--- src/rtl/mem_sched.sv ---
// mem_sched: memory access scheduler between the CPU, the front-panel
// load/check logic and a single-ported program/data store.
//
// Every access runs IDLE -> SETUP -> STROBE -> CAPTURE, so the store sees
// stable address/data for one cycle before and one cycle after each
// one-cycle strobe. The active owner is selected by cpustate:
//   11 RUN   : CPU bus requests only
//   01 IN    : panel key press writes sw to {11'b0, panel_cnt}
//   10 CHECK : entry auto-reads address 0, each press reads the next address
//   00       : no new transactions
//
// Ports
//   clk, reset                  clock, synchronous active-high reset
//   cpustate[1:0]               owner select
//   key                         panel button, active-low, asynchronous
//   sw[7:0]                     panel switches (IN write data)
//   cpu_req/we/addr/wdata       CPU request, held until cpu_ack
//   cpu_ack/rdata/err           CPU completion pulse, read data, reject flag
//   mem_addr/wdata/read/write   store interface (all registered)
//   mem_rdata                   store read data
//   panel_cnt[4:0]              panel address counter
//   check_data[7:0]             last byte read in CHECK
//   busy                        FSM not in IDLE
module mem_sched #(
  parameter int DB_CYCLES = 4,
  parameter int ROM_TOP   = 32
) (
  input  logic        clk,
  input  logic        reset,
  input  logic [1:0]  cpustate,
  input  logic        key,
  input  logic [7:0]  sw,
  input  logic        cpu_req,
  input  logic        cpu_we,
  input  logic [15:0] cpu_addr,
  input  logic [7:0]  cpu_wdata,
  output logic        cpu_ack,
  output logic [7:0]  cpu_rdata,
  output logic        cpu_err,
  output logic [15:0] mem_addr,
  output logic [7:0]  mem_wdata,
  output logic        mem_read,
  output logic        mem_write,
  input  logic [7:0]  mem_rdata,
  output logic [4:0]  panel_cnt,
  output logic [7:0]  check_data,
  output logic        busy
);

  localparam logic [1:0] CS_IN    = 2'b01;
  localparam logic [1:0] CS_CHECK = 2'b10;
  localparam logic [1:0] CS_RUN   = 2'b11;
  localparam int         DBW      = $clog2(DB_CYCLES + 1);
  localparam logic [DBW-1:0] DB_LAST = DBW'(DB_CYCLES - 1);

  typedef enum logic [1:0] {S_IDLE, S_SETUP, S_STROBE, S_CAPTURE} state_t;
  typedef enum logic [2:0] {OP_CPU_RD, OP_CPU_WR, OP_CPU_REJ, OP_PNL_WR, OP_PNL_RD} op_t;

  // key synchronizer and debouncer
  logic           key_s1_q, key_s1_d;
  logic           key_s2_q, key_s2_d;
  logic [DBW-1:0] db_cnt_q, db_cnt_d;
  logic           armed_q, armed_d;
  logic           press;

  // request bookkeeping
  logic       panel_pend_q, panel_pend_d;
  logic       auto_rd_q, auto_rd_d;
  logic [1:0] cs_prev_q, cs_prev_d;

  // transaction FSM and registered outputs
  state_t      state_q, state_d;
  op_t         op_q, op_d;
  logic [4:0]  cnt_upd_q, cnt_upd_d;
  logic [15:0] mem_addr_q, mem_addr_d;
  logic [7:0]  mem_wdata_q, mem_wdata_d;
  logic        mem_read_q, mem_read_d;
  logic        mem_write_q, mem_write_d;
  logic [4:0]  panel_cnt_q, panel_cnt_d;
  logic [7:0]  check_data_q, check_data_d;
  logic [7:0]  cpu_rdata_q, cpu_rdata_d;
  logic        cpu_ack_q, cpu_ack_d;
  logic        cpu_err_q, cpu_err_d;
  logic        busy_q, busy_d;

  logic       panel_own;
  logic       entry_chk;
  logic       entry_in;
  logic [4:0] cnt_inc;

  assign panel_own = (cpustate == CS_IN) || (cpustate == CS_CHECK);
  assign entry_chk = (cpustate == CS_CHECK) && (cs_prev_q != CS_CHECK);
  assign entry_in  = (cpustate == CS_IN) && (cs_prev_q != CS_IN);
  assign cnt_inc   = panel_cnt_q + 5'd1;  // 31 wraps to 0

  // Debounce: while armed, count consecutive low samples and fire once;
  // while disarmed, count consecutive high samples to re-arm.
  always_comb begin
    key_s1_d = key;
    key_s2_d = key_s1_q;
    db_cnt_d = db_cnt_q;
    armed_d  = armed_q;
    press    = 1'b0;
    if (armed_q) begin
      if (!key_s2_q) begin
        if (db_cnt_q == DB_LAST) begin
          press    = 1'b1;
          armed_d  = 1'b0;
          db_cnt_d = '0;
        end else begin
          db_cnt_d = db_cnt_q + 1'b1;
        end
      end else begin
        db_cnt_d = '0;
      end
    end else begin
      if (key_s2_q) begin
        if (db_cnt_q == DB_LAST) begin
          armed_d  = 1'b1;
          db_cnt_d = '0;
        end else begin
          db_cnt_d = db_cnt_q + 1'b1;
        end
      end else begin
        db_cnt_d = '0;
      end
    end
  end

  always_comb begin
    state_d      = state_q;
    op_d         = op_q;
    cnt_upd_d    = cnt_upd_q;
    mem_addr_d   = mem_addr_q;
    mem_wdata_d  = mem_wdata_q;
    mem_read_d   = 1'b0;
    mem_write_d  = 1'b0;
    panel_cnt_d  = panel_cnt_q;
    check_data_d = check_data_q;
    cpu_rdata_d  = cpu_rdata_q;
    cpu_ack_d    = 1'b0;
    cpu_err_d    = 1'b0;
    busy_d       = busy_q;
    cs_prev_d    = cpustate;
    auto_rd_d    = auto_rd_q;

    // one-deep press latch; a press arriving while one is pending is dropped
    panel_pend_d = panel_pend_q;
    if (press && panel_own) panel_pend_d = 1'b1;
    if (entry_chk) auto_rd_d = 1'b1;

    unique case (state_q)
      S_IDLE: begin
        // the ack cycle never accepts, so a held cpu_req is not re-taken
        if (!cpu_ack_q) begin
          if (cpustate == CS_RUN && cpu_req) begin
            state_d    = S_SETUP;
            busy_d     = 1'b1;
            mem_addr_d = cpu_addr;
            if (cpu_we) begin
              mem_wdata_d = cpu_wdata;
              op_d        = (cpu_addr < 16'(ROM_TOP)) ? OP_CPU_REJ : OP_CPU_WR;
            end else begin
              op_d = OP_CPU_RD;
            end
          end else if (!entry_chk && !entry_in) begin
            // entry cycles are skipped so panel_cnt has already been cleared
            if (cpustate == CS_CHECK && auto_rd_q) begin
              state_d    = S_SETUP;
              busy_d     = 1'b1;
              op_d       = OP_PNL_RD;
              mem_addr_d = 16'h0000;
              cnt_upd_d  = 5'd0;
              auto_rd_d  = 1'b0;
            end else if (cpustate == CS_CHECK && panel_pend_q) begin
              state_d      = S_SETUP;
              busy_d       = 1'b1;
              op_d         = OP_PNL_RD;
              mem_addr_d   = {11'b0, cnt_inc};
              cnt_upd_d    = cnt_inc;
              panel_pend_d = 1'b0;
            end else if (cpustate == CS_IN && panel_pend_q) begin
              state_d      = S_SETUP;
              busy_d       = 1'b1;
              op_d         = OP_PNL_WR;
              mem_addr_d   = {11'b0, panel_cnt_q};
              mem_wdata_d  = sw;
              cnt_upd_d    = cnt_inc;
              panel_pend_d = 1'b0;
            end
          end
        end
      end
      S_SETUP: begin
        state_d     = S_STROBE;
        mem_read_d  = (op_q == OP_CPU_RD) || (op_q == OP_PNL_RD);
        // rejected writes keep the full timing but never raise mem_write
        mem_write_d = (op_q == OP_CPU_WR) || (op_q == OP_PNL_WR);
      end
      S_STROBE: begin
        state_d = S_CAPTURE;
      end
      S_CAPTURE: begin
        state_d = S_IDLE;
        busy_d  = 1'b0;
        unique case (op_q)
          OP_CPU_RD: begin
            cpu_rdata_d = mem_rdata;
            cpu_ack_d   = 1'b1;
          end
          OP_CPU_WR: cpu_ack_d = 1'b1;
          OP_CPU_REJ: begin
            cpu_ack_d = 1'b1;
            cpu_err_d = 1'b1;
          end
          OP_PNL_WR: panel_cnt_d = cnt_upd_q;
          OP_PNL_RD: begin
            panel_cnt_d  = cnt_upd_q;
            check_data_d = mem_rdata;
          end
          default: ;
        endcase
      end
      default: state_d = S_IDLE;
    endcase

    // owner change wins over any in-flight counter update
    if (entry_chk || entry_in) panel_cnt_d = 5'd0;
    if (!panel_own) panel_pend_d = 1'b0;
    if (cpustate != CS_CHECK) auto_rd_d = 1'b0;
  end

  always_ff @(posedge clk) begin
    if (reset) begin
      key_s1_q     <= 1'b0;
      key_s2_q     <= 1'b0;
      db_cnt_q     <= '0;
      armed_q      <= 1'b0;
      panel_pend_q <= 1'b0;
      auto_rd_q    <= 1'b0;
      cs_prev_q    <= 2'b00;
      state_q      <= S_IDLE;
      op_q         <= OP_CPU_RD;
      cnt_upd_q    <= 5'd0;
      mem_addr_q   <= 16'h0000;
      mem_wdata_q  <= 8'h00;
      mem_read_q   <= 1'b0;
      mem_write_q  <= 1'b0;
      panel_cnt_q  <= 5'd0;
      check_data_q <= 8'h00;
      cpu_rdata_q  <= 8'h00;
      cpu_ack_q    <= 1'b0;
      cpu_err_q    <= 1'b0;
      busy_q       <= 1'b0;
    end else begin
      key_s1_q     <= key_s1_d;
      key_s2_q     <= key_s2_d;
      db_cnt_q     <= db_cnt_d;
      armed_q      <= armed_d;
      panel_pend_q <= panel_pend_d;
      auto_rd_q    <= auto_rd_d;
      cs_prev_q    <= cs_prev_d;
      state_q      <= state_d;
      op_q         <= op_d;
      cnt_upd_q    <= cnt_upd_d;
      mem_addr_q   <= mem_addr_d;
      mem_wdata_q  <= mem_wdata_d;
      mem_read_q   <= mem_read_d;
      mem_write_q  <= mem_write_d;
      panel_cnt_q  <= panel_cnt_d;
      check_data_q <= check_data_d;
      cpu_rdata_q  <= cpu_rdata_d;
      cpu_ack_q    <= cpu_ack_d;
      cpu_err_q    <= cpu_err_d;
      busy_q       <= busy_d;
    end
  end

  assign cpu_ack    = cpu_ack_q;
  assign cpu_rdata  = cpu_rdata_q;
  assign cpu_err    = cpu_err_q;
  assign mem_addr   = mem_addr_q;
  assign mem_wdata  = mem_wdata_q;
  assign mem_read   = mem_read_q;
  assign mem_write  = mem_write_q;
  assign panel_cnt  = panel_cnt_q;
  assign check_data = check_data_q;
  assign busy       = busy_q;

endmodule

--- config.mk ---
export PLATFORM = sky130hd
export DESIGN_NAME = mem_sched
export DESIGN_NICKNAME = d
export VERILOG_FILES = /design/src/rtl/mem_sched.sv
export SDC_FILE = /design/constraint.sdc
export NUM_CORES = 1
export LEC_CHECK = 0
export BUFFER_PORTS_ARGS = -buffer_cell sky130_fd_sc_hd__buf_2
export CAP_MARGIN = 0
export CORE_MARGIN = 3
export CORE_UTILIZATION = 51
export CTS_CLUSTER_DIAMETER = 60
export DETAILED_ROUTE_END_ITERATION = 10
export GPL_TIMING_DRIVEN = 0
export HOLD_SLACK_MARGIN = 0.12
export PLACE_DENSITY_LB_ADDON = 0.15
export SYNTH_ARGS = -nofsm -noshare
export SYNTH_HDL_FRONTEND = slang
export SYNTH_SLANG_ARGS = --single-unit
--- constraint.sdc ---
create_clock -name clk -period 1.9 [get_ports clk]
set_input_delay 0.19 -clock clk [delete_from_list [all_inputs] [get_ports clk]]
set_output_delay 0.19 -clock clk [all_outputs]
set_load 0.1 [all_outputs]
==> metrics <==
initial antenna violation count 0; Sw Ratio between 30 and 40%; Hold WC Path Type primary input to flop; Root Driver clkbuf_8; worst r2r path cells 8; Post-Layout Cell Count between 500 and 600; r2r endpoint cnt_upd_q[1]; cell count after synthesis about 360; via count between 3000 and 4000; Mapped Area 0.003052 mm^2; post-DP HPWL approximately 5.5 mm; combinational share of power about a quarter; Yosys cell types 45; largest net degree at the start of global routing 13; critical path type flop to flop; final wirelength approximately 8 mm; Vias/cell about 5.3; Slew Limit Fails 0; critical path endpoint category flop; global placer's final weighted congestion 0.8192; Synth async-reset ratio 0%; RR Startpoint state_q[1]; Initial DRT Pass Iterations 4; syn_area_per_cell between 8 and 9 um^2; core footprint between 0.005 and 0.006 mm^2; top cells by area, synth dfxtp_1 46%, nand2_1 9.3%, a21oi_1 6.4%; number of flops mapped to enable cells by yosys 0; CTS Buf Count 9; Die X between 80 and 90 um; Final Hold Vio Count 0; WP data arrival between 2000 and 2500 ps; Pint 2.491 mW; Worst-path clk slew 80 ps; CP max FO 8; CTS tree built; number of port buffers 95; n_diodes 0; num ports 97; Nets ~550; Synth Net Count about 420; post-DR wirelength/cell 13.97 um; final setup TNS 0 ps; Die Area 0.006948 mm^2; dominant cell type by area after synthesis dfxtp_1; clk sinks 70; Die H between 80 and 90 um; Fillers about 440; Max Root-Sink Buffers 2; final worst path period share 94.39%; CP required approximately 2200 ps; minimum clock period approximately 1800 ps; reg2reg setup slack 110 ps; Hold EP mem_addr[9]; Seq cells post-synth 70; H-tree depth 3; placed insts 528; Util after Layout 73.45%; leakage 1.787 nW; clock share of power 31.9%; RSZ-0062 raised after global routing no; clock skew about 6.2 ps; most common cell after layout, fill and taps aside buf_2; DRC Markers 0; maxcap violations 0; register area share after synthesis 45.92%; worst relative slew slack between 60% and 70%; hold depth 3; prevailing post-synth register cell dfxtp_1; CP Launch Type flop; area grow syn2layout 35.79%; Final setup viols 0; final worst slack between 100 and 150 ps; Sw Pwr roughly 1.3 mW; fraction of layout cells with a size suffix above 1 27.54%; actual slew at the worst max-slew pin 543.2 ps; status complete, no violations; share of the synthesized area in the top cell type between 40% and 50%; Final Cell Area roughly 0.0041 mm^2; total grt overflow 0; Initial Util around 54%; Routed Antenna Nets 0; Starting DRT DRC Count 140; FMAX ~560 MHz; Clock Latency Late Sink between 300 and 400 ps; dpl cell area 0.003627 mm^2; PD cells between 900 and 1000 mW/mm^2; GRT Overall Usage 23.24%; first-pass GRT wire length roughly 13 mm; row cnt 27; Peak VDD IR slightly below 0.0007 V; setup slack after placement -88.72 ps; Seq pwr share 42.3%; Synth Warn # 0; vias in the first global route 2925; hold path start cpu_addr[9]; commonest cells after routing, fill and taps aside 98 x buf_2, 76 x nand2_1, 65 x dfxtp_1, 39 x a21oi_1, 32 x nor2_1
==> power by group through the flow <==
| stage | combinational, mW | clock (mW) | sequential, mW |
|---|---|---|---|
| after CTS | 0.916 | 1.21 | 1.58 |
| after global placement | 0.837 | 0 | 1.61 |
| after floorplan | 0.368 | 0 | 1.90 |
| final | 0.965 | 1.20 | 1.59 |
| after global routing | 1.04 | 1.29 | 1.59 |
| after detailed placement | 0.847 | 0 | 1.61 |
==> synth_stat cells, types with 3 or more instances <==
master,instances
nand2_1,76
dfxtp_1,70
a21oi_1,39
nor2_1,32
clkbuf_1,16
nand3_1,14
ha_1,9
inv_1,9
mux2i_1,9
a311oi_1,6
nor2b_1,6
buf_2,5
o21ai_0,5
or3_1,5
a221oi_1,4
nor3_1,4
nor3b_1,4
nor4_1,4
nor4bb_1,4
and2_1,3
nand3b_1,3
o21ai_2,3
xnor2_1,3
==> cell type report <==
type,count,area [um^2],share of cell area (%)
tap,72,90.09,2.174
buffer,23,112.6,2.717
clock inverter,5,57.56,1.389
clock buffer,11,141.4,3.412
multi-input combinational,259,1538,37.11
timing repair buffer,124,758.2,18.30
sequential,70,1413,34.09
inverter,9,33.78,0.8152
==> flip-flops by register name, summed over array words and instances (netlist names), named ones only <==
signal	cells
panel_cnt	5
state_q	2
mem_read	1
key_s1_q	1
mem_write	1
cpu_ack	1
db_cnt_q	3
busy	1
cs_prev_q	2
panel_pend_q	1
op_q	3
key_s2_q	1
mem_wdata	8
check_data	8
mem_addr	16
auto_rd_q	1
cnt_upd_q	5
cpu_rdata	8
cpu_err	1
==> layer usage <==
metal / wire length (um) / global-route usage, %
met4: 157 / 8.915
met1: 3260 / 28.08
met3: 657 / 6.250
met2: 3932 / 39.29
met5: 0 / 0
==> logic make-up (layout without fill, tap and decap cells) <==
logic type | Yosys count | count (layout) | synth area share (%)
AOI/OAI and AO/OA | 73 | 73 | 16.07
xor gates and xnor gates | 4 | 4 | 1.148
adders and majority gates | 9 | 9 | 3.690
buffers and inverters | 32 | 172 | 4.633
DFF | 70 | 70 | 45.92
muxes | 9 | 9 | 2.952
and+or+nand+nor | 164 | 164 | 25.58
==> how the worst max path moves through the flow <==
stage,cells past startpoint,from,end,slack (ps)
6_report,8,state_q[1],cnt_upd_q[1],110
5_1_grt,8,state_q[1],cnt_upd_q[1],4
4_1_cts,8,state_q[0],cnt_upd_q[1],20
3_5_place_dp,10,cpustate[0],mem_addr[7],-90
3_3_place_gp,10,cpustate[0],op_q[2],-60
2_1_floorplan,6,cpu_ack,cnt_upd_q[1],60
==> worst max-delay path, stage by stage (launching register included) <==
cell       delay [ps]
dfxtp_1           350
inv_1             120
ha_4              160
nor2b_1           130
buf_4             160
o2111ai_1         120
buf_4             190
or3b_1            340
a21oi_1           140
==> per-stage QoR <==
stage / total power [mW] / hold slack, ps
finish: 3.751 / 127.5
global route: 3.922 / 131.6
CTS: 3.709 / 123.0
detailed placement: 2.460 / 407.2
global placement: 2.445 / 397.4
floorplan: 2.271 / 318.2
==> repair_timing <==
item	CTS	global route
endpoints found under the hold margin	29	0
hold buffers	26	0
gates resized for setup	2	8
endpoints found under the setup margin	2	11
buffers inserted	0	3
(Power assumes the default switching activity.)
